### src/rtl/morse_capture_fifo.sv
// Morse keyer capture: classifies mark/space durations into dit/dah symbols,
// assembles characters and queues them in a small FIFO for a reader.
module morse_capture_fifo #(
    parameter int MAX_LEN = 5,
    parameter int LEN_W   = 3,
    parameter int TIME_W  = 40,
    parameter int DEPTH   = 4
) (
    input  logic                clk,
    input  logic                rst_n,
    input  logic                ce,
    input  logic                start,
    input  logic                signal,
    input  logic [TIME_W-1:0]   dit_time,
    input  logic [TIME_W-1:0]   dah_time,
    input  logic [TIME_W-1:0]   word_time,
    input  logic [TIME_W-1:0]   tol_time,
    input  logic                rd,
    output logic                out_valid,
    output logic [LEN_W-1:0]    out_len,
    output logic [MAX_LEN-1:0]  out_dits_dahs,
    output logic                out_word,
    output logic                full,
    output logic                error,
    output logic                overflow
);
    localparam int PTR_W = $clog2(DEPTH);
    localparam int ENT_W = LEN_W + MAX_LEN + 1;
    localparam logic [LEN_W-1:0] MAX_L    = LEN_W'(MAX_LEN);
    localparam logic [PTR_W:0]   FULL_CNT = (PTR_W+1)'(DEPTH);

    typedef enum logic [1:0] {IDLE, MARK, GAP, DISCARD} state_t;

    state_t              state, state_n;
    logic [TIME_W-1:0]   cnt, cnt_n, cnt_inc, char_th, word_th, dit_diff, dah_diff;
    logic [LEN_W-1:0]    len, len_n;
    logic [MAX_LEN-1:0]  syms, syms_n, sym_vec;
    logic                wp, wp_n, push, err_set, dit_ok, dah_ok;

    logic [ENT_W-1:0]    mem [DEPTH];
    logic [PTR_W-1:0]    wr_ptr, rd_ptr;
    logic [PTR_W:0]      count;
    logic                pop, do_push, ovf_set;
    logic [ENT_W-1:0]    head;

    assign cnt_inc  = (cnt == '1) ? cnt : cnt + TIME_W'(1);
    assign char_th  = (dah_time > tol_time) ? dah_time - tol_time : '0;
    assign word_th  = (word_time > tol_time) ? word_time - tol_time : '0;
    assign dit_diff = (cnt >= dit_time) ? cnt - dit_time : dit_time - cnt;
    assign dah_diff = (cnt >= dah_time) ? cnt - dah_time : dah_time - cnt;
    assign dit_ok   = dit_diff <= tol_time;
    assign dah_ok   = dah_diff <= tol_time;
    // dit wins when both windows overlap, so the appended bit is simply !dit_ok
    assign sym_vec  = {{(MAX_LEN-1){1'b0}}, ~dit_ok};

    always_comb begin
        state_n = state;
        cnt_n   = cnt;
        len_n   = len;
        syms_n  = syms;
        wp_n    = wp;
        push    = 1'b0;
        err_set = 1'b0;
        if (ce) begin
            case (state)
                IDLE: if (signal) begin
                    state_n = MARK;
                    cnt_n   = TIME_W'(1);
                end
                MARK: begin
                    if (signal) begin
                        cnt_n = cnt_inc;
                    end else if ((dit_ok || dah_ok) && len != MAX_L) begin
                        syms_n  = syms | (sym_vec << len);
                        len_n   = len + LEN_W'(1);
                        state_n = GAP;
                        cnt_n   = TIME_W'(1);
                    end else begin
                        err_set = 1'b1;
                        state_n = DISCARD;
                        cnt_n   = TIME_W'(1);
                        len_n   = '0;
                        syms_n  = '0;
                    end
                end
                GAP: begin
                    if (signal) begin
                        state_n = MARK;
                        cnt_n   = TIME_W'(1);
                    end else begin
                        cnt_n = cnt_inc;
                        if (cnt >= char_th && len != '0) begin
                            push   = 1'b1;
                            len_n  = '0;
                            syms_n = '0;
                            wp_n   = 1'b0;
                        end
                        if (cnt >= word_th) begin
                            wp_n    = 1'b1;
                            state_n = IDLE;
                        end
                    end
                end
                default: begin
                    len_n  = '0;
                    syms_n = '0;
                    if (signal) begin
                        cnt_n = '0;
                    end else begin
                        cnt_n = cnt_inc;
                        if (cnt_inc >= char_th) state_n = GAP;
                    end
                end
            endcase
        end
    end

    always_ff @(posedge clk or negedge rst_n) begin
        if (!rst_n) begin
            state <= IDLE;
            cnt   <= '0;
            len   <= '0;
            syms  <= '0;
            wp    <= 1'b0;
            error <= 1'b0;
        end else if (start) begin
            state <= IDLE;
            cnt   <= '0;
            len   <= '0;
            syms  <= '0;
            wp    <= 1'b0;
            error <= 1'b0;
        end else begin
            state <= state_n;
            cnt   <= cnt_n;
            len   <= len_n;
            syms  <= syms_n;
            wp    <= wp_n;
            error <= error | err_set;
        end
    end

    // A full FIFO still accepts a push when the same edge pops the head.
    assign pop     = rd && (count != '0);
    assign do_push = push && ((count != FULL_CNT) || pop);
    assign ovf_set = push && (count == FULL_CNT) && !pop;

    always_ff @(posedge clk) begin
        if (do_push && !start) mem[wr_ptr] <= {len, syms, wp};
    end

    always_ff @(posedge clk or negedge rst_n) begin
        if (!rst_n) begin
            wr_ptr   <= '0;
            rd_ptr   <= '0;
            count    <= '0;
            overflow <= 1'b0;
        end else if (start) begin
            wr_ptr   <= '0;
            rd_ptr   <= '0;
            count    <= '0;
            overflow <= 1'b0;
        end else begin
            if (do_push) wr_ptr <= wr_ptr + PTR_W'(1);
            if (pop)     rd_ptr <= rd_ptr + PTR_W'(1);
            if (do_push && !pop)      count <= count + (PTR_W+1)'(1);
            else if (pop && !do_push) count <= count - (PTR_W+1)'(1);
            overflow <= overflow | ovf_set;
        end
    end

    assign head          = mem[rd_ptr];
    assign out_valid     = count != '0;
    assign full          = count == FULL_CNT;
    assign out_len       = out_valid ? head[ENT_W-1 -: LEN_W] : '0;
    assign out_dits_dahs = out_valid ? head[MAX_LEN:1] : '0;
    assign out_word      = out_valid ? head[0] : 1'b0;
endmodule

### config.mk
export PLATFORM = sky130hd
export DESIGN_NAME = morse_capture_fifo
export DESIGN_NICKNAME = d
export VERILOG_FILES = /design/src/rtl/morse_capture_fifo.sv
export SDC_FILE = /design/constraint.sdc
export NUM_CORES = 1
export LEC_CHECK = 0
export BUFFER_PORTS_ARGS = -buffer_cell sky130_fd_sc_hd__buf_4
export CAP_MARGIN = 20
export CORE_MARGIN = 5
export CORE_UTILIZATION = 45
export CTS_CLUSTER_DIAMETER = 60
export DETAILED_ROUTE_END_ITERATION = 8
export PLACE_DENSITY = 0.68
export SKIP_LAST_GASP = 1
export SYNTH_ARGS = -nofsm -noshare
export SYNTH_HDL_FRONTEND = slang
export SYNTH_SLANG_ARGS = --single-unit
### constraint.sdc
create_clock -name clk -period 12.76 [get_ports clk]
set_clock_uncertainty 0.15 [all_clocks]
set_input_delay 0.638 -clock clk [delete_from_list [all_inputs] [get_ports clk]]
set_output_delay 0.638 -clock clk [all_outputs]
set_load 0.01 [all_outputs]
==> results.toml, run 1 <==
[clock_tree]
cts-resized-gates = 0
postCtsSetupBuffers = 0
clkTransAtPathRegs_ns = 0.08
cts.sinks = 96
tritoncts = "built"
worstSkewPairLatency_ns = 0.37
hold_buffers = 0
htreeDepth = 3
cts_buffers = 9
clk_path_buf_depth = 2
cts-root-buf = "clkbuf_16"

[worst_setup_path]
startpoint = "dah_time[0]"
crit_top_cell = "a21o_1"
worst-endpoint-arrival_ns = 7.92
critPathMaxStageDelay_ns = 0.85
crit_required_ns = 12.86
reg2reg_slack_ns = 5.13
r2r_end = "error$_DFF_PN0_"
crit_cells = 31
worstSetupEndpointType = "register"
crit_path_start_kind = "input pin"
path_delay_family = "compound AO/OA/AOI/OAI gates"
reg2reg_depth = 26
timing.rr.start = "cnt[0]$_DFFE_PN0P_"
crit_slowest_cell = "a2111oi_1"
cp_max_fo = 40
setup.worst_path.end = "count[2]$_DFFE_PN0P_"
cp.buffers_inverters = 4
path_class = "input pin to register"

[global_routing]
grt_pass1_vias = 22610
grt_antenna_before_repair = 4
grt_max_degree = 61
gr-total-overflow = 0
grt_util_all_layers_pct = 30.93
grt_pass1_wl_mm = 137.8

[place]
dpl.hpwl_mm = 80.23
io_buffers = 178
dp_slack_ns = 4.701
gp_congestion = 1.025

[die]
die_w_um = 239.6
coreArea_um2 = 52450
fp.dieArea_um2 = 57420
io_pins = 179
fp-row-count = 84
start_util_pct = 45.24
fp.dieH_um = 239.6

[synth]
yosysUniqueCellTypes = 103
synth_common_cells = "ha_1, a21oi_1, nand2_1"
netlist_instances = 3189
async_flop_share_pct = 62.50
ys_ff_latch = 96
synth.area.top_cells = "ha_1, a21oi_1, dfrtp_1"
synth-edff-count = 36
yosysTopAreaCellShare_pct = 23.52
post-synth-top-area-cell = "ha_1"
yosys_most_used_dff = "dfrtp_1"
syn_avg_cell_area_um2 = 7.440
netlist_area_um2 = 23730
ys_seq_area_share_pct = 10.88
synth_nets = 3808
synth_warnings = 0
yosysMostFrequentCell = "ha_1"

[routing]
first_iter_violations = 2288
viasPerCell = 6.279
first_pass_iters = 6
wire_per_inst_um = 23.68
drc = 0
wirelength_mm = 93.81
drt.antenna.violating_nets = 0
vias = 24870

[final_layout]
antenna_cells = 0
nNetsFinal = 3887
drive_gt1_share_pct = 8.891
syn2layout_area_growth_pct = 8.818

[sta]
max_freq_ghz = 0.1279
timing.final.crit_share_pct = 61.28
final-setup-viol-count = 0
report.final.slew_viol_count = 0
fin_hold_ws_ns = 0.2001
period_minus_slack_ns = 7.819
fin_ws_ns = 4.941
worstMarginPinSlew_ns = 1.099
slew_headroom_pct = 26.06
grt_setup_unrepaired = "no"
hold_violations = 0
setup_tns_ns = 0

[power]
p_per_area_nw_per_um2 = 59.13
vdd_drop_max_v = 0.00008693
p_leak_uw = 0.01193

[flow_run]
cap_violations = 0

[hold_path]
hold_path_class = "input pin to asynchronous set/reset pin"

[outcome]
status = "finished clean"
-- power breakdown --
part	total, uW	switching (uW)	leakage (uW)	internal (uW)
Sequential	341	15.3	0.00116	326
Combinational	903	535	0.0106	368
Clock	282	144	0.000139	138
-- worst reg2reg max path, delay by kind of cell, from the launching register on --
family	cells	cell delay, ns
adder cells (fa/ha/maj)	3	0.76
buffers and inverters	4	1.14
AO/OA/AOI/OAI	12	3.14
XOR/XNOR	1	0.16
AND/OR/NAND/NOR	5	1.33
multiplexers	1	0.50
flip-flops	1	0.33
-- per-stage QoR --
| stage | total power (uW) | util (%) | std cells | instance area [um^2] |
|---|---|---|---|---|
| floorplan | 948.8 | - | 3189 | 23730 |
| CTS | 1514 | 49.21 | 3960 | 25810 |
| detailed placement | 1229 | 48.65 | 3944 | 25510 |
| finish | 1527 | 49.23 | 3961 | 25820 |
| global placement | 1230 | 48.65 | 3944 | 25510 |
| global route | 1630 | 49.23 | 3961 | 25820 |
-- layout by cell type (no fill, tap or decap), types with 33 or more instances in the layout --
master and instances:
nand4_1 105, dfrtp_1 60, xnor2_1 128, a211oi_1 33
a21oi_1 386, buf_4 201, a31oi_1 33, o21bai_1 62
o21a_1 34, o21ai_0 205, nand3_1 79, nor2_1 210
ha_1 446, xor2_1 57, nor3_1 40, a21o_1 170
edfxtp_1 36, inv_1 229, nand2_1 262
-- routing by layer --
metal | track usage [%] | vias up | part of all wire, %
met2 | 49.78 | 1162 | 45
li1 | - | 11920 | -
met1 | 41.31 | 11590 | 42
met4 | 13.37 | 4 | 5.3
met5 | 0 | - | 0.029
met3 | 4.594 | 199 | 8.0
-- sequential cells by signal (all words and copies together), names as in the netlist --
signal    count
len           3
wr_ptr        2
syms          5
rd_ptr        2
count         3
cnt          40
overflow      1
error         1
state         2
wp            1
mem          36
-- cells by family (layout without fill, tap and decap cells) --
kind of cell | count (synthesis) | after routing | synth area share [%]
buffers and inverters | 365 | 449 | 6.260
adder cells (fa/ha/maj) | 453 | 453 | 24.11
AND/OR/NAND/NOR | 889 | 889 | 18.53
flip-flops | 96 | 96 | 10.88
AO/OA/AOI/OAI | 1156 | 1156 | 30.95
multiplexers | 45 | 45 | 2.442
XOR/XNOR | 185 | 185 | 6.829
-- worst min path at each step --
stage / start / to / slack, ns / cells after the start
2_1_floorplan: rst_n / cnt[0]$_DFFE_PN0P_ / 0.19 / 0
3_3_place_gp: error$_DFF_PN0_ / error$_DFF_PN0_ / 0.35 / 2
3_5_place_dp: error$_DFF_PN0_ / error$_DFF_PN0_ / 0.35 / 2
4_1_cts: rst_n / cnt[0]$_DFFE_PN0P_ / 0.24 / 1
5_1_grt: rst_n / len[1]$_DFFE_PN0P_ / 0.27 / 1
6_report: rst_n / cnt[0]$_DFFE_PN0P_ / 0.20 / 1
-- cell type report --
cell class | instances | area [um^2]
inverters | 231 | 867.1
repair buffers | 202 | 1516
fillers | 5377 | 26630
multi-input cells | 2728 | 19690
flip-flops and latches | 96 | 2582
clock buffers | 9 | 225.2
well taps | 688 | 860.8
clock inverters | 7 | 71.32
No activity file was read; power rests on OpenSTA's default activity.
==> inputs of run 2 (changes only) <==
Clock period 12.76 ns to 7.8 ns, I/O delays scaled along.
==> run 2 against run 1 <==
- via count grew 0.81%
- clock power increased by 71%
- register-to-register slack got worse by 4.2 ns
- flip-flop and latch count unchanged
- combinational power grew 65%
- sequential share of layout area down 0.15 points
- largest cell class unchanged
- worst hold slack lost 0.0011 ns
- critical endpoint unchanged
- count of clock-buffer cells in the layout grew 1
- setup slack lost 4.2 ns
==> results.toml, run 2 (synthesized netlist as in run 1, its figures left out) <==
[clock_tree]
clk_path_buf_depth = 2
cts-resized-gates = 0
postCtsSetupBuffers = 0
clkTransAtPathRegs_ns = 0.07
worstSkewPairLatency_ns = 0.39
cts-root-buf = "clkbuf_16"
tritoncts = "built"
htreeDepth = 3
cts.sinks = 96
cts_buffers = 9

[global_routing]
grt_antenna_before_repair = 3
grt_pass1_vias = 23340
gr-total-overflow = 0
grt_util_all_layers_pct = 31.68
grt_pass1_wl_mm = 140.3
grt_max_degree = 61

[sta]
setup_tns_ns = 0
timing.final.crit_share_pct = 90.25
max_freq_ghz = 0.1421
period_minus_slack_ns = 7.040
fin_hold_ws_ns = 0.1990
worstMarginPinSlew_ns = 0.9404
grt_setup_unrepaired = "no"
slew_headroom_pct = 37.30
final-setup-viol-count = 0
report.final.slew_viol_count = 0
hold_violations = 0

[final_layout]
layout_commonest_cell = "ha_1"
mostFrequentLayoutCells = "ha_1, a21oi_1, nand2_1, buf_4, inv_1"
regMostFlops = "cnt"
multi_input_area_um2 = 19690
nNetsFinal = 3937
drive_gt1_share_pct = 10.20
largest_reg_flops = 40
syn2layout_area_growth_pct = 10.52
fill_cells = 5322
final_cells = 4012
finish.instance_area_um2 = 26220
ff_latch_area_um2 = 2582
largest_registers = "cnt x40, mem x36, syms x5"

[die]
fp.dieArea_um2 = 57420
fp.dieH_um = 239.6
io_pins = 179
fp-row-count = 84
start_util_pct = 45.24
coreArea_um2 = 52450
die_w_um = 239.6

[worst_setup_path]
crit_slowest_cell = "fa_1"
worstSetupEndpointType = "register"
cp_max_fo = 13
path_class = "input pin to register"
worst-endpoint-arrival_ns = 7.14
crit_top_cell = "a21o_1"
crit_required_ns = 7.90
critPathMaxStageDelay_ns = 0.40
crit_path_start_kind = "input pin"

[routing]
drc = 0
wirelength_mm = 95.26
first_iter_violations = 2740
wire_per_inst_um = 23.74
drt.antenna.violating_nets = 0
vias = 25070
first_pass_iters = 7
viasPerCell = 6.250

[hold_path]
hold_path_class = "input pin to register"

[place]
placedCellCount = 3994
gp_congestion = 1.050
io_buffers = 178
placed_area_um2 = 25900
dpl.hpwl_mm = 81.49

[power]
p_leak_uw = 0.01221
vdd_drop_max_v = 0.0001258
total_power_uw = 2534
p_per_area_nw_per_um2 = 96.62

[flow_run]
cap_violations = 0

[outcome]
status = "finished clean"
[run 2: per-layer routing]
metal	track usage (%)	vias up	part of all wire [%]	routed length, um
li1	-	12010	-	-
met1	41.56	11650	41	39450
met2	50.03	1194	44	41720
met3	5.573	213	8.6	8197
met4	16.19	4	6.2	5870
met5	0	-	0.023	22
[run 2: final timing paths]
check	slack (ns)	start	cells past startpoint	endpoint
max reg2reg	0.92	cnt[0]$_DFFE_PN0P_	25	syms[1]$_DFFE_PN0P_
max in group asynchronous	6.40	rst_n	2	cnt[4]$_DFFE_PN0P_
max	0.76	dah_time[0]	31	count[2]$_DFFE_PN0P_
min reg2reg	0.35	overflow$_DFF_PN0_	2	overflow$_DFF_PN0_
min	0.20	start	2	rd_ptr[0]$_DFFE_PN0P_
min in group asynchronous	0.51	rst_n	2	len[1]$_DFFE_PN0P_
[run 2: final cells by class]
cell class | instances | share of cell area, %
Multi-Input combinational cell | 2728 | 75.11
Sequential cell | 96 | 9.849
Timing Repair Buffer | 252 | 7.272
Inverter | 231 | 3.307
Tap cell | 688 | 3.283
Clock buffer | 10 | 0.8732
Clock inverter | 6 | 0.3006
Antenna cell | 1 | 0.009543
[run 2: where the power goes]
part | internal (uW) | switching (uW) | leakage, uW
Sequential | 533 | 25.2 | 0.00119
Combinational | 613 | 880 | 0.0109
Clock | 254 | 229 | 0.000142
[run 2: through the flow]
step                worst slack, ns  utilization (%)
global placement             0.6580            49.39
CTS                          0.8630            49.99
floorplan                     1.562                -
finish                       0.7603            50.00
detailed placement           0.5208            49.39
global route                 0.3733            49.99
[run 2: worst max-delay path: cells and delay by family]
kind	cells	cell delay, ns
AO/OA/AOI/OAI	15	3.57
AND/OR/NAND/NOR	6	1.07
buffers and inverters	4	0.45
adder cells (fa/ha/maj)	4	1.22
multiplexers	2	0.41
[run 2: timing repair]
item / CTS / global route
hold buffers: 1 / 0
hold endpoints to repair: 18 / 0
endpoints found under the setup margin: 0 / 0
